**src/rtl/pif_bus_dma_arbiter.sv**
```systemverilog
// rtl/pif_bus_dma_arbiter.sv - PIF 6502 bus arbiter with ROM-to-RAM byte-copy DMA; optional checksum via PIF_DMA_CHECKSUM_EN
module pif_bus_dma_arbiter #(
    parameter logic [15:0] SRC_BASE = 16'h2000,
    parameter logic [15:0] DST_BASE = 16'h1000,
    parameter int unsigned BURST    = 8
) (
    input  logic        clk,
    input  logic        reset_l,
    input  logic        start,
    input  logic [11:0] xfer_len,
    input  logic        abort,
    output logic        busy,
    output logic        done,
    output logic        aborted,
    output logic [7:0]  checksum,
    input  logic [15:0] cpu_addr,
    input  logic        cpu_we,
    input  logic [7:0]  cpu_wdata,
    output logic        cpu_rdy,
    output logic [15:0] bus_addr,
    output logic        bus_we,
    output logic [7:0]  bus_wdata,
    input  logic [7:0]  bus_rdata,
    input  logic        bus_valid
);

    localparam logic [2:0] S_IDLE = 3'd0;
    localparam logic [2:0] S_ARB  = 3'd1;
    localparam logic [2:0] S_RD   = 3'd2;
    localparam logic [2:0] S_RD_W = 3'd3;
    localparam logic [2:0] S_WR   = 3'd4;
    localparam logic [2:0] S_WR_W = 3'd5;
    localparam logic [2:0] S_REL  = 3'd6;
    localparam logic [2:0] S_FIN  = 3'd7;

    localparam logic [7:0] BURST_LAST = 8'(BURST);

    logic [2:0]  state;
    logic [11:0] len_q;
    logic [11:0] cnt_q;
    logic [7:0]  data_q;
    logic [7:0]  burst_q;
    logic        owner_q;
    logic        zero_done_q;
    logic        aborted_q;

    logic        owner_dma;
    logic        dma_rd_phase;
    logic [11:0] cnt_nxt;
    logic [7:0]  burst_nxt;

    assign owner_dma    = (state == S_RD) || (state == S_RD_W) || (state == S_WR) || (state == S_WR_W);
    assign dma_rd_phase = (state == S_RD) || (state == S_RD_W);
    assign cnt_nxt      = cnt_q + 12'd1;
    assign burst_nxt    = burst_q + 8'd1;

    // The first bus_valid after the DMA hands the bus back answers the DMA's own
    // last address, so it is masked from the CPU (owner_q remembers last cycle's owner).
    assign cpu_rdy = !owner_dma && !owner_q && bus_valid;

    assign busy    = (state != S_IDLE) && (state != S_FIN);
    assign done    = (state == S_FIN) || zero_done_q;
    assign aborted = aborted_q;

    // Owner mux: CPU pins pass straight through unless the DMA holds the bus
    always_comb begin
        bus_addr  = cpu_addr;
        bus_we    = cpu_we;
        bus_wdata = cpu_wdata;
        if (owner_dma) begin
            bus_addr  = dma_rd_phase ? (SRC_BASE + {4'b0000, cnt_q}) : (DST_BASE + {4'b0000, cnt_q});
            bus_we    = !dma_rd_phase;
            bus_wdata = data_q;
        end
    end

    // Copy sequencer: arbitration, read/write pair per byte, burst release, finish
    always_ff @(posedge clk or negedge reset_l) begin
        if (!reset_l) begin
            state       <= S_IDLE;
            len_q       <= 12'd0;
            cnt_q       <= 12'd0;
            data_q      <= 8'd0;
            burst_q     <= 8'd0;
            owner_q     <= 1'b0;
            zero_done_q <= 1'b0;
            aborted_q   <= 1'b0;
        end else begin
            owner_q     <= owner_dma;
            zero_done_q <= 1'b0;
            case (state)
                S_IDLE: begin
                    if (start) begin
                        aborted_q <= 1'b0;
                        if (xfer_len != 12'd0) begin
                            len_q   <= xfer_len;
                            cnt_q   <= 12'd0;
                            burst_q <= 8'd0;
                            state   <= S_ARB;
                        end else begin
                            zero_done_q <= 1'b1;
                        end
                    end
                end
                S_ARB: begin
                    if (abort) begin
                        state <= S_FIN;
                    end else if (cpu_rdy) begin
                        state <= S_RD;
                    end
                end
                S_RD: state <= S_RD_W;
                S_RD_W: begin
                    if (bus_valid) begin
                        data_q <= bus_rdata;
                        state  <= S_WR;
                    end
                end
                S_WR: state <= S_WR_W;
                S_WR_W: begin
                    if (bus_valid) begin
                        cnt_q   <= cnt_nxt;
                        burst_q <= burst_nxt;
                        if ((cnt_nxt == len_q) || abort) begin
                            state <= S_FIN;
                        end else if (burst_nxt == BURST_LAST) begin
                            state <= S_REL;
                        end else begin
                            state <= S_RD;
                        end
                    end
                end
                S_REL: begin
                    if (cpu_rdy) begin
                        burst_q <= 8'd0;
                        state   <= S_RD;
                    end
                end
                S_FIN: begin
                    aborted_q <= abort;
                    state     <= S_IDLE;
                end
                default: state <= S_IDLE;
            endcase
        end
    end

`ifdef PIF_DMA_CHECKSUM_EN
    logic [7:0] sum_q;

    // Running mod-256 sum of every byte committed to RAM
    always_ff @(posedge clk or negedge reset_l) begin
        if (!reset_l) begin
            sum_q <= 8'd0;
        end else if ((state == S_IDLE) && start && (xfer_len != 12'd0)) begin
            sum_q <= 8'd0;
        end else if ((state == S_WR_W) && bus_valid) begin
            sum_q <= sum_q + data_q;
        end
    end

    assign checksum = sum_q;
`else
    assign checksum = 8'h00;
`endif

endmodule
```
**config.mk**
```make
export PLATFORM = sky130hd
export DESIGN_NAME = pif_bus_dma_arbiter
export DESIGN_NICKNAME = d
export VERILOG_FILES = /design/src/rtl/pif_bus_dma_arbiter.sv
export SDC_FILE = /design/constraint.sdc
export NUM_CORES = 1
export LEC_CHECK = 0
export BUFFER_PORTS_ARGS = -buffer_cell sky130_fd_sc_hd__buf_4
export CAP_MARGIN = 20
export CORE_MARGIN = 1
export CORE_UTILIZATION = 52
export DETAILED_ROUTE_END_ITERATION = 8
export PLACE_DENSITY = 0.8
export SETUP_SLACK_MARGIN = 0.15
export SLEW_MARGIN = 10
export SYNTH_ARGS = -nofsm -noshare
export SYNTH_HDL_FRONTEND = slang
export SYNTH_SLANG_ARGS = --single-unit
```
**constraint.sdc**
```tcl
create_clock -name clk -period 2.4 [get_ports clk]
set_input_delay 0.12 -clock clk [delete_from_list [all_inputs] [get_ports clk]]
set_output_delay 0.12 -clock clk [all_outputs]
set_load 0.01 [all_outputs]
```
==> metrics.md <==
| Metric | Value |
|---|---|
| Max layer used | `met4` |
| LEAKAGE | `1.79 nW` |
| Fin nets | `490` |
| HPWL Detailed | `5720 µm` |
| CTS Buf Count | `5` |
| Drt drc | `0` |
| Most frequent cells in the layout | `92 x nand2_1, 85 x buf_4, 45 x dfrtp_1` |
| Grt ovf | `0` |
| IO buf count | `78` |
| Crit. End Element | `primary output` |
| Die area | `6090 µm²` |
| CP Data Required Time | `2.28 ns` |
| CTS tree | `built` |
| Pre-antenna DRT Iters | `7` |
| Switching Share | `42.7%` |
| Post-CTS Setup Bufs | `0` |
| CP Max Fanout | `13` |
| Power per cell area | `1150 nW/µm²` |
| Worst Path Arrival | `2.01 ns` |
| Max_cap viols | `0` |
| Most common cell after layout, fill and taps aside | `nand2_1` |
| Global-route wire length before repair | `13,000 µm` |
| Ant. Diodes | `0` |
| Worst-Margin Slew | `0.584 ns` |
| Core area | `5540 µm²` |
| Mean post-synth cell area | `8.24 µm²` |
| Worst Skew | `0.00871 ns` |
| Post-place instance area | `3610 µm²` |
| Clk sink count | `46` |
| Via-to-Cell Ratio | `5.73` |
| Library cells used by synthesis | `49` |
| Synthesis warning total | `0` |
| Main synth FF type | `dfrtp_1` |
| Max Root-Sink Buffers | `2` |
| Area occupied by multi-input gates | `1730 µm²` |
| Total track usage | `27.3%` |
| Status | `completed` |
| Final hold violations | `0` |
| Slew HR | `61.1%` |
| Max-slew violation count | `0` |
| Post-synth ARST share | `100%` |
| Average wire per standard cell | `15.5 µm` |
| Crit start category | `register` |
| Initial DRC count | `356` |
| Critical path type | `register to primary output` |
| Clk root buf | `clkbuf_8` |
| Hold Crit Class | `input port to register` |
| Switching power | `1.84 mW` |
| Cells after Synth | `365` |
| Fin crit share | `88.6%` |
| RSZ-0062 raised after global routing | `true` |
| Area grow syn2layout | `24.3%` |
| Met1 WL | `3280 µm` |
| Clock slew at reported path FFs | `0.09 ns` |
| #FFs+latches synth | `46` |
| VDD IR-drop max | `789 µV` |
| Clock latency on the worst-skew pair | `0.31 ns` |
| FMAX | `0.470 GHz` |
| Comb power frac | `55.8%` |
| Die W | `78.1 µm` |
| Drt total wl | `7900 µm` |
| Largest net degree at the start of global routing | `47` |
| Met3 wire len | `619 µm` |
| Internal Power | `2.47 mW` |
| Total Neg Setup Slack | `0 ns` |
| Rows | `27` |
| # fillers | `449` |
| Vias in the first global route | `2,772` |
| H-tree levels | `2` |
| Initial antenna violation count | `0` |
| Die H | `78.1 µm` |
| Clock power frac | `13.7%` |
| Register area | `1150 µm²` |
| Num ports | `87` |
| Layout cells sized above 1 | `29.1%` |
| Routability cong. | `0.942` |
| Via count | `2,918` |
| Sequential power share | `30.5%` |
| Final antenna-violating net count | `0` |
| Initial Util | `54.3%` |
| Seq/Total Area, Yosys | `38.3%` |
| Wire length on met2 | `3850 µm` |
| Final Setup Violations | `0` |
| Mapped Area | `3010 µm²` |
| Final instance area | `3740 µm²` |
| Fin crit period | `2.13 ns` |
| EDFF count, synth | `0` |
[synth_stat cells, drive strengths merged, types with 6 or more instances]
cell | n | area share (%)
nor2 | 25 | 3.1
mux2 | 21 | 7.9
and3 | 6 | 1.2
clkbuf | 13 | 1.6
a21oi | 12 | 2.0
o21ai | 32 | 5.3
dfrtp | 46 | 38
nor4 | 6 | 1.7
nand2 | 93 | 12
nor3 | 6 | 1.5
nand2b | 7 | 1.5
buf | 16 | 3.7
nand3 | 12 | 2.5
o31ai | 6 | 1.5
xnor2 | 12 | 3.5
[layout make-up]
cell class | instances | area share [%]
clock buffers | 6 | 1.94
multi-input cells | 293 | 46.1
flip-flops and latches | 46 | 30.8
clock inverters | 2 | 1.00
well taps | 72 | 2.41
inverters | 4 | 0.401
repair buffers | 86 | 17.3
[flip-flops by register name, summed over array words and instances, names as in the netlist]
register / count
burst_q: 8
len_q: 12
state: 3
cnt_q: 12
zero_done_q: 1
aborted: 1
data_q: 8
owner_q: 1
[per-layer routing]
metal,vias up,GRT usage [%]
met5,-,0
met4,0,10.7
met3,15,5.47
met2,153,44.8
met1,1365,35.6
li1,1385,-
[metrics by stage]
step	hold WS [ns]	total power, mW	utilization (%)	setup slack [ns]	cells
final	0.0353	4.30	67.5	0.274	509
after global routing	0.0294	4.60	67.5	0.134	509
after CTS	0.0273	4.29	67.4	0.220	509
after detailed placement	0.164	3.69	65.2	0.255	500
after global placement	0.160	3.59	65.2	0.392	500
after floorplan	-0.176	2.72	-	0.635	372
[worst max-delay path, cell delays in order, from the launching register on]
cell	delay (ns)
dfrtp_1	0.47
buf_4	0.22
xnor2_2	0.15
inv_1	0.29
buf_4	0.27
nand2_1	0.11
nand2_1	0.08
buf_4	0.11
[power by group through the flow]
stage / Sequential (mW) / Clock, mW / Combinational, mW
6_report: 1.31 / 0.592 / 2.40
5_1_grt: 1.35 / 0.623 / 2.62
4_1_cts: 1.30 / 0.601 / 2.39
3_5_place_dp: 1.31 / 0 / 2.38
3_3_place_gp: 1.29 / 0 / 2.30
2_1_floorplan: 1.19 / 0 / 1.53
[path summary, 6_finish.rpt]
kind	from	endpoint	slack [ns]	cells after the start
setup / recovery	state[1]	bus_addr[0]	0.27	7
hold / removal	bus_rdata[7]	data_q[7]	0.04	2
setup reg to reg	cnt_q[2]	state[2]	0.32	6
hold reg to reg	data_q[7]	data_q[7]	0.51	1
max in group asynchronous	reset_l	cnt_q[0]	1.64	2
min in group asynchronous	reset_l	burst_q[4]	0.34	2
[cells by family after synthesis]
family | Yosys count | share of synthesized area (%)
flip-flops | 46 | 38.3
other | 1 | 0.125
AND/OR/NAND/NOR | 172 | 27.0
AO/OA/AOI/OAI | 71 | 14.3
multiplexers | 21 | 7.86
adder cells (fa/ha/maj) | 5 | 2.00
XOR/XNOR | 16 | 4.66
buffers and inverters | 33 | 5.78
[what timing repair did]
item                                   CTS  global route
hold buffers                             1             0
endpoints found under the hold margin   46             0
resized for setup                        0             3
setup endpoints to repair                0            12
No activity file was read; power rests on OpenSTA's default activity.
